--- src/rtl/wbaq_store_drain.sv ---
// wbaq_store_drain: write-back address queue between writeback and the D$ write port.
//   Accepts one committed store per cycle (mem_ld/mem_addr/mem_data/memsize), pushes
//   back with wbaq_full, and drains in order as 16-byte-line byte-masked requests on a
//   valid/ready handshake. A store crossing a line boundary goes out as two requests.
// Ports:
//   clk, rst (sync, active high)
//   mem_ld, mem_addr[31:0], mem_data[63:0], memsize[1:0]  - enqueue side
//   wbaq_full, wbaq_empty                                  - decoded from registered count
//   dc_req_valid/ready, dc_req_line[27:0], dc_req_mask[15:0], dc_req_data[127:0]
//   ld_chk_addr[31:0], ld_conflict                         - line conflict probe
// Optional feature: define WBAQ_LD_CONFLICT_EN to build the load/store line comparators;
// otherwise ld_conflict is tied low.
module wbaq_store_drain #(
    parameter int DEPTH = 8
) (
    input  logic         clk,
    input  logic         rst,
    input  logic         mem_ld,
    input  logic [31:0]  mem_addr,
    input  logic [63:0]  mem_data,
    input  logic [1:0]   memsize,
    output logic         wbaq_full,
    output logic         wbaq_empty,
    output logic         dc_req_valid,
    input  logic         dc_req_ready,
    output logic [27:0]  dc_req_line,
    output logic [15:0]  dc_req_mask,
    output logic [127:0] dc_req_data,
    input  logic [31:0]  ld_chk_addr,
    output logic         ld_conflict
);
    localparam int PW = $clog2(DEPTH);
    localparam int CW = PW + 1;

    typedef enum logic [1:0] {IDLE, FIRST, SECOND} state_e;

    logic [31:0]   addr_q [DEPTH];
    logic [31:0]   addr_d [DEPTH];
    logic [63:0]   data_q [DEPTH];
    logic [63:0]   data_d [DEPTH];
    logic [1:0]    size_q [DEPTH];
    logic [1:0]    size_d [DEPTH];
    logic [PW-1:0] head_q, head_d, tail_q, tail_d;
    logic [CW-1:0] count_q, count_d;
    state_e        state_q, state_d;

    logic          push, pop;
    logic [31:0]   h_addr;
    logic [63:0]   h_data, h_dm;
    logic [1:0]    h_size;
    logic [3:0]    h_off;
    logic [4:0]    h_n;
    logic          h_cross;
    logic [255:0]  h_wide;
    logic [31:0]   h_wmask;

    assign wbaq_full  = (count_q == CW'(DEPTH));
    assign wbaq_empty = (count_q == '0);

    // Head entry decode. The store is laid out over a two-line window: the low
    // 128 bits / 16 mask bits feed FIRST, the high half feeds SECOND.
    always_comb begin
        h_addr  = addr_q[head_q];
        h_data  = data_q[head_q];
        h_size  = size_q[head_q];
        h_off   = h_addr[3:0];
        h_n     = 5'd1 << h_size;
        h_cross = ({1'b0, h_off} + h_n) > 5'd16;
        h_dm    = '0;
        for (int b = 0; b < 8; b++)
            if (5'(b) < h_n) h_dm[8*b +: 8] = h_data[8*b +: 8];
        h_wide  = {192'b0, h_dm} << {h_off, 3'b000};
        h_wmask = ((32'd1 << h_n) - 32'd1) << h_off;
    end

    // Moore request outputs: decoded from state and head entry only.
    always_comb begin
        dc_req_valid = 1'b0;
        dc_req_line  = '0;
        dc_req_mask  = '0;
        dc_req_data  = '0;
        if (state_q == FIRST) begin
            dc_req_valid = 1'b1;
            dc_req_line  = h_addr[31:4];
            dc_req_mask  = h_wmask[15:0];
            dc_req_data  = h_wide[127:0];
        end else if (state_q == SECOND) begin
            dc_req_valid = 1'b1;
            dc_req_line  = h_addr[31:4] + 28'd1;
            dc_req_mask  = h_wmask[31:16];
            dc_req_data  = h_wide[255:128];
        end
    end

    always_comb begin
        push    = mem_ld & ~wbaq_full;
        pop     = dc_req_ready & (((state_q == FIRST) & ~h_cross) | (state_q == SECOND));
        addr_d  = addr_q;
        data_d  = data_q;
        size_d  = size_q;
        if (push) begin
            addr_d[tail_q] = mem_addr;
            data_d[tail_q] = mem_data;
            size_d[tail_q] = memsize;
        end
        tail_d  = push ? tail_q + PW'(1) : tail_q;
        head_d  = pop  ? head_q + PW'(1) : head_q;
        count_d = count_q + CW'(push) - CW'(pop);

        state_d = state_q;
        case (state_q)
            IDLE:   if (count_q != '0) state_d = FIRST;
            FIRST:  if (dc_req_ready) begin
                        if (h_cross)              state_d = SECOND;
                        else if (count_d == '0)   state_d = IDLE;
                    end
            SECOND: if (dc_req_ready) state_d = (count_d == '0) ? IDLE : FIRST;
            default: state_d = IDLE;
        endcase
    end

    always_ff @(posedge clk) begin
        if (rst) begin
            head_q  <= '0;
            tail_q  <= '0;
            count_q <= '0;
            state_q <= IDLE;
        end else begin
            head_q  <= head_d;
            tail_q  <= tail_d;
            count_q <= count_d;
            state_q <= state_d;
        end
    end

    // Payload storage needs no reset: validity comes from head/count.
    always_ff @(posedge clk) begin
        addr_q <= addr_d;
        data_q <= data_d;
        size_q <= size_d;
    end

`ifdef WBAQ_LD_CONFLICT_EN
    logic [DEPTH-1:0] hit;
    for (genvar i = 0; i < DEPTH; i++) begin : g_chk
        logic [PW-1:0] rel;
        logic          vld, cr;
        logic [27:0]   ln;
        always_comb begin
            rel    = PW'(i) - head_q;
            vld    = {1'b0, rel} < count_q;
            ln     = addr_q[i][31:4];
            cr     = ({1'b0, addr_q[i][3:0]} + (5'd1 << size_q[i])) > 5'd16;
            hit[i] = vld & ((ln == ld_chk_addr[31:4]) |
                            (cr & ((ln + 28'd1) == ld_chk_addr[31:4])));
        end
    end
    assign ld_conflict = |hit;
`else
    logic unused_chk;
    assign unused_chk  = ^ld_chk_addr;
    assign ld_conflict = 1'b0;
`endif

endmodule

--- config.mk ---
export PLATFORM = sky130hd
export DESIGN_NAME = wbaq_store_drain
export DESIGN_NICKNAME = d
export VERILOG_FILES = /design/src/rtl/wbaq_store_drain.sv
export SDC_FILE = /design/constraint.sdc
export NUM_CORES = 1
export LEC_CHECK = 0
export CAP_MARGIN = 10
export CELL_PAD_IN_SITES_DETAIL_PLACEMENT = 0
export CELL_PAD_IN_SITES_GLOBAL_PLACEMENT = 1
export CORE_UTILIZATION = 50
export CTS_CLUSTER_DIAMETER = 200
export DETAILED_ROUTE_END_ITERATION = 10
export PLACE_DENSITY_LB_ADDON = 0.1
export REMOVE_ABC_BUFFERS = 1
export SYNTH_ARGS = -nofsm -noshare
export SYNTH_HDL_FRONTEND = slang
export SYNTH_SLANG_ARGS = --single-unit
export TNS_END_PERCENT = 100
--- constraint.sdc ---
create_clock -name clk -period 10.9 [get_ports clk]
set_input_delay 1.635 -clock clk [delete_from_list [all_inputs] [get_ports clk]]
set_output_delay 1.635 -clock clk [all_outputs]
set_load 0.01 [all_outputs]
==> results.json, run 1 <==
{
  "status": "finished, final reports clean",
  "finalCritPeriodShare_pct": 70.9,
  "vias_per_cell": 6.34,
  "clock-skew-final_ns": 0.0227,
  "final-max-slew-violation-count": 0,
  "worst_slack_ns": 3.18,
  "worst_setup_path_start_kind": "flop",
  "ant_nets": 0,
  "period_needed_ns": 7.72,
  "worstHoldEndpoint": "tail_q[0]$_SDFFE_PP0P_",
  "grt_max_degree": 99,
  "vias": 21800,
  "synth_cells": 2158,
  "clk_path_buf_depth": 3,
  "hold_buffers": 0,
  "synth_flop_cell": "edfxtp_1",
  "cts_tree": "built",
  "die_h_um": 270,
  "cts.sinks": 796,
  "finalHoldViolCount": 0,
  "holdPathStages": 2,
  "synth_area_sq_mm": 0.0358,
  "hold_class": "reg2reg",
  "fin_nets": 2586,
  "required_ns": 9.27,
  "dp_hpwl_um": 60800,
  "holdCritStartpoint": "tail_q[0]$_SDFFE_PP0P_",
  "gr-usage-all-layers_pct": 27.7,
  "gp_congestion": 0.949,
  "grt_pass1_wl_um": 147000,
  "power.density_mw_per_mm2": 206,
  "yosysTopAreaCellShare_pct": 65.7,
  "pre_cts_ws_ns": 3.65,
  "worstSetupEndpointType": "primary output",
  "yosysMostFrequentCell": "edfxtp_1",
  "io_pins": 310,
  "p_total_mw": 8.65,
  "drive_gt1_share_pct": 16.5,
  "io_buffers": 276,
  "gr-total-overflow": 0,
  "r2r_end": "state_q[0]$_SDFFE_PP0P_",
  "cts.repair.resized": 0,
  "setup-tns-final_ns": 0,
  "clock-root-buffer": "clkbuf_16",
  "yosysSeqAreaShare_pct": 66.4,
  "worstPathArrival_ns": 6.09,
  "fp-row-count": 97,
  "postCtsSetupBuffers": 0,
  "die-area_sq_mm": 0.0727,
  "power_leakage_nw": 13.1,
  "core_sq_mm": 0.0705,
  "yosys_warnings": 0,
  "cts_buffers": 83,
  "die_w_um": 270,
  "rrSetupSlack_ns": 3.71,
  "antenna_found_initial": 6,
  "ys_ff_latch": 796,
  "worst_pin_slew_ns": 1.27,
  "max_cap_viol_count": 0,
  "routed_wl_um": 101000,
  "clk_latency_ns": 0.66,
  "maxSlewHeadroom_pct": 15.1,
  "cts_htree_levels": 3,
  "synth_area_per_cell_sq_um": 16.6,
  "cts.clk_slew.worst_paths_ns": 0.06,
  "ys_types": 83,
  "grt_pass1_vias": 21000,
  "start_util_pct": 50.8,
  "synth_common_cells": "edfxtp_1 (784), nand2_1 (200), mux4_2 (154)",
  "first_pass_iters": 7,
  "setup_violations": 0,
  "wl_per_cell_um": 29.3,
  "critPathMaxFanout": 43,
  "rsz0062_at_grt": "false",
  "synth_edf_count": 784,
  "synthArstFlopShare_pct": 0,
  "peakVddDrop_uv": 152,
  "clock.fmax_ghz": 0.129,
  "yosysTopAreaCell": "edfxtp_1",
  "worstSetupPathType": "reg2out",
  "ff2ff_path_depth": 24,
  "syn_to_final_growth_pct": 17.4,
  "drtIter0Drc": 2729,
  "r2r-start": "head_q[0]$_SDFFE_PP0P_",
  "drc_errors": 0,
  "synth.area.top_cells": "edfxtp_1 (66%), mux4_2 (9.7%), mux4_1 (2.9%)"
}
## metrics by stage
step                      area (sq um)  hold WS [ns]  instances  util (%)
after floorplan                  34900         0.456       2025         -
after global placement           39400         0.472       3287      55.8
after detailed placement         39400         0.495       3287      55.8
after CTS                        42000         0.503       3438      59.6
after global routing             42100         0.542       3440      59.6
final                            42100         0.498       3440      59.6
## flip-flops by register name, indices dropped and copies added (netlist names)
register and flops:
data_q 512, addr_q 256, size_q 16, count_q 4, head_q 3, tail_q 3
state_q 2
## worst max-delay path, cell delays in order, from the launching register on
cell and delay, ns:
dfxtp_4 0.93, mux4_1 0.64, mux2_2 0.28, buf_4 0.24
inv_2 0.41, buf_4 0.46, nand3_1 0.91, o221ai_1 0.80
clkdlybuf4s50_1 0.65
## kinds of logic (layout without fill, tap and decap cells)
kind of cell / after synthesis / count (layout) / share of synthesized area (%)
other: 2 / 5 / 0.0210
multiplexers: 295 / 295 / 15.6
AND/OR/NAND/NOR: 465 / 465 / 5.84
buffers and inverters: 156 / 495 / 2.68
flip-flops: 796 / 796 / 66.4
adder cells (fa/ha/maj): 21 / 21 / 0.769
XOR/XNOR: 27 / 27 / 0.660
AO/OA/AOI/OAI: 396 / 396 / 7.99
## final cells by class
type                       instances  area (sq um)
fill                            5256         28500
timing repair buffer             322          3160
multi-input combinational       1207         11200
antenna                            2          5.00
inverter                          22          82.6
tap                              940          1180
sequential                       796         23800
clock inverter                    50           515
clock buffer                     101          2170
## placed cells by master, fill, tap and decap left out, types with 14 or more instances in the layout
cell type / count
nor3_1: 38
nand2_1: 200
a22oi_1: 19
a21oi_1: 68
o21ai_1: 17
nand3_1: 18
mux4_2: 154
clkinv_2: 14
a22o_1: 15
ha_1: 18
clkinv_1: 19
clkbuf_1: 17
o22ai_1: 37
mux2_2: 19
mux2i_1: 70
mux4_1: 39
buf_4: 42
inv_1: 15
clkbuf_16: 84
nor2_1: 139
xor2_1: 16
o211ai_1: 14
a221o_1: 16
edfxtp_1: 784
clkdlybuf4s50_1: 276
o221ai_1: 40
o21ai_0: 69
## where the power goes
| group | total, mW | internal, mW | leakage [nW] | switching (mW) |
|---|---|---|---|---|
| registers | 3.60 | 3.54 | 7.21 | 0.0621 |
| logic | 2.28 | 0.828 | 4.63 | 1.45 |
| clock network | 2.77 | 1.59 | 1.30 | 1.17 |
| total | 8.65 | 5.96 | 13.1 | 2.69 |
## routing by layer
| layer | track usage (%) | wire [um] |
|---|---|---|
| met4 | 8.55 | 3280 |
| met1 | 39.3 | 41700 |
| met3 | 6.24 | 8860 |
| met5 | 0 | 53 |
| met2 | 42.8 | 46700 |
## how the worst max path moves through the flow
stage                      startpoint                 endpoint  cells past startpoint
2_1_floorplan  head_q[1]$_SDFFE_PP0P_  state_q[0]$_SDFFE_PP0P_                     20
3_3_place_gp   head_q[0]$_SDFFE_PP0P_  state_q[0]$_SDFFE_PP0P_                     24
3_5_place_dp   head_q[0]$_SDFFE_PP0P_  state_q[0]$_SDFFE_PP0P_                     24
4_1_cts        head_q[0]$_SDFFE_PP0P_          dc_req_data[74]                      8
5_1_grt        head_q[0]$_SDFFE_PP0P_          dc_req_data[77]                      8
6_report       head_q[0]$_SDFFE_PP0P_          dc_req_data[77]                      8
Note: power is estimated with default switching activity, not from simulation.
==> run 2, diff against run 1 <==
==> constraint.sdc (replaced) <==
create_clock -name clk -period 7.5 [get_ports clk]
set_input_delay 1.125 -clock clk [delete_from_list [all_inputs] [get_ports clk]]
set_output_delay 1.125 -clock clk [all_outputs]
set_load 0.01 [all_outputs]
==> run 2 against run 1 <==
Die area stayed put. Setup slack worse by 2.5 ns. Final area hardly changed. Utilization hardly changed. Cell count is 0.15% lower. Via count is 0.41% higher. Clock-buffer cell count is 1 higher. Largest cell class unchanged.
==> results.json, run 2 (synthesis gave the netlist of run 1 again) <==
{
  "start_util_pct": 50.8,
  "setup_violations": 0,
  "crit_chain": "buf_4 > mux4_1 > mux2i_4 > inv_2 > buf_4 > nand2_1 > buf_4 > nor2_1 > a22o_1 > a221o_1 > clkdlybuf4s50_1",
  "worst_setup_path_start_kind": "flop",
  "finalCritPeriodShare_pct": 90.4,
  "die-area_sq_mm": 0.0727,
  "cts_buffers": 83,
  "final_cell_mix": "edfxtp_1 (784), clkdlybuf4s50_1 (276), nand2_1 (200)",
  "antenna_found_initial": 6,
  "required_ns": 6.38,
  "vias_per_cell": 6.37,
  "slowest_delay_ns": 0.93,
  "ant_nets": 0,
  "cts.sinks": 796,
  "worstHoldEndpoint": "tail_q[0]$_SDFFE_PP0P_",
  "seqPwrFrac_pct": 41.8,
  "grt_pass1_wl_um": 148000,
  "clk_path_buf_depth": 3,
  "io_pins": 310,
  "rrSetupSlack_ns": 1.22,
  "die_w_um": 270,
  "finalHoldViolCount": 0,
  "holdPathStages": 2,
  "cts_tree": "built",
  "vias": 21900,
  "gr-total-overflow": 0,
  "intPower_mw": 8.59,
  "swShare_pct": 31.1,
  "crit_top_cell": "buf_4",
  "grt_max_degree": 103,
  "maxSlewHeadroom_pct": 17.4,
  "postCtsSetupBuffers": 0,
  "worst_pin_slew_ns": 1.23,
  "p_clk_share_pct": 31.4,
  "drive_gt1_share_pct": 16.2,
  "max_flop_register": "data_q",
  "status": "finished, final reports clean",
  "grt_pass1_vias": 21800,
  "critPathMaxFanout": 48,
  "clock-root-buffer": "clkbuf_16",
  "clk_latency_ns": 0.64,
  "final_common_cell": "edfxtp_1",
  "dp_hpwl_um": 59000,
  "gr-usage-all-layers_pct": 27.8,
  "dp_cells": 3290,
  "largest_reg_flops": 512,
  "cts.repair.resized": 0,
  "r2r-start": "head_q[0]$_SDFFE_PP0P_",
  "first_pass_iters": 6,
  "power_leakage_nw": 13.1,
  "dpl-instance-area_sq_mm": 0.0394,
  "setup-tns-final_ns": 0,
  "power.density_mw_per_mm2": 296,
  "top_regs": "data_q x512, addr_q x256, size_q x16",
  "r2r_end": "state_q[0]$_SDFFE_PP0P_",
  "holdCritStartpoint": "tail_q[0]$_SDFFE_PP0P_",
  "period_needed_ns": 6.78,
  "wl_per_cell_um": 29.4,
  "ff2ff_path_depth": 23,
  "gp_congestion": 0.961,
  "die_h_um": 270,
  "fp-row-count": 97,
  "hold_class": "reg2reg",
  "io_buffers": 276,
  "rsz0062_at_grt": "false",
  "cts_htree_levels": 3,
  "p_switching_mw": 3.87,
  "max_cap_viol_count": 0,
  "worstPathArrival_ns": 5.65,
  "crit_slowest_cell": "nor2_1",
  "core_sq_mm": 0.0705,
  "peakVddDrop_uv": 215,
  "worstSetupPathType": "reg2out",
  "drc_errors": 0,
  "routed_wl_um": 101000,
  "clock-skew-final_ns": 0.0229,
  "clock.fmax_ghz": 0.148,
  "fin_nets": 2589,
  "instances_no_fill": 3435,
  "combinationalPowerShare_pct": 26.8,
  "worstSetupEndpointType": "primary output",
  "hold_buffers": 0,
  "final-max-slew-violation-count": 0,
  "drtIter0Drc": 2843,
  "syn_to_final_growth_pct": 17.4,
  "cts.clk_slew.worst_paths_ns": 0.06,
  "stdcell_area_sq_mm": 0.0420
}
[run 2: cell type report]
type                            instances  area, sq um
Clock inverter                         41          410
Multi-Input combinational cell       1207        11200
Antenna cell                            2         5.00
Timing Repair Buffer                  325         3240
Sequential cell                       796        23800
Fill cell                            5255        28500
Clock buffer                          102         2170
Tap cell                              940         1180
Inverter                               22         82.6
[run 2: worst max path at each step]
| stage | from | endpoint | slack (ns) |
|---|---|---|---|
| 5_1_grt | head_q[1]$_SDFFE_PP0P_ | dc_req_mask[1] | 0.58 |
| 2_1_floorplan | head_q[1]$_SDFFE_PP0P_ | state_q[0]$_SDFFE_PP0P_ | -4.67 |
| 3_3_place_gp | head_q[0]$_SDFFE_PP0P_ | state_q[0]$_SDFFE_PP0P_ | 1.34 |
| 3_5_place_dp | head_q[0]$_SDFFE_PP0P_ | state_q[0]$_SDFFE_PP0P_ | 1.23 |
| 4_1_cts | head_q[1]$_SDFFE_PP0P_ | dc_req_data[53] | 0.85 |
| 6_report | head_q[1]$_SDFFE_PP0P_ | dc_req_data[50] | 0.72 |
[run 2: metal layers]
layer | track usage, % | up-vias | share of wire [%]
met4 | 8.75 | 6 | 3.3
met5 | 0 | - | 0.044
met3 | 6.26 | 214 | 9.1
met1 | 38.9 | 11200 | 41
met2 | 43.6 | 1093 | 47
li1 | - | 9342 | -
[run 2: power by group through the flow]
stage	sequential (mW)	clock [mW]	combinational, mW
floorplan	5.41	0	1.97
global placement	5.29	0	3.26
detailed placement	5.31	0	3.29
CTS	5.21	3.99	3.30
global route	5.23	4.15	3.53
finish	5.21	3.91	3.34
[run 2: critical path, delay by kind of cell, from the launching register on]
family	cells	cell delay [ns]
flip-flops	1	0.55
AO/OA/AOI/OAI	2	0.49
buffers and inverters	5	2.11
multiplexers	2	0.48
AND/OR/NAND/NOR	2	1.29
[run 2: per-stage QoR]
step | hold slack [ns] | utilization [%] | setup slack [ns] | power [mW]
3_3_place_gp | 0.471 | 55.9 | 1.34 | 8.55
4_1_cts | 0.496 | 59.6 | 0.852 | 12.5
2_1_floorplan | 0.456 | - | -4.67 | 7.37
5_1_grt | 0.523 | 59.6 | 0.583 | 12.9
6_report | 0.495 | 59.6 | 0.722 | 12.5
3_5_place_dp | 0.487 | 55.9 | 1.23 | 8.59
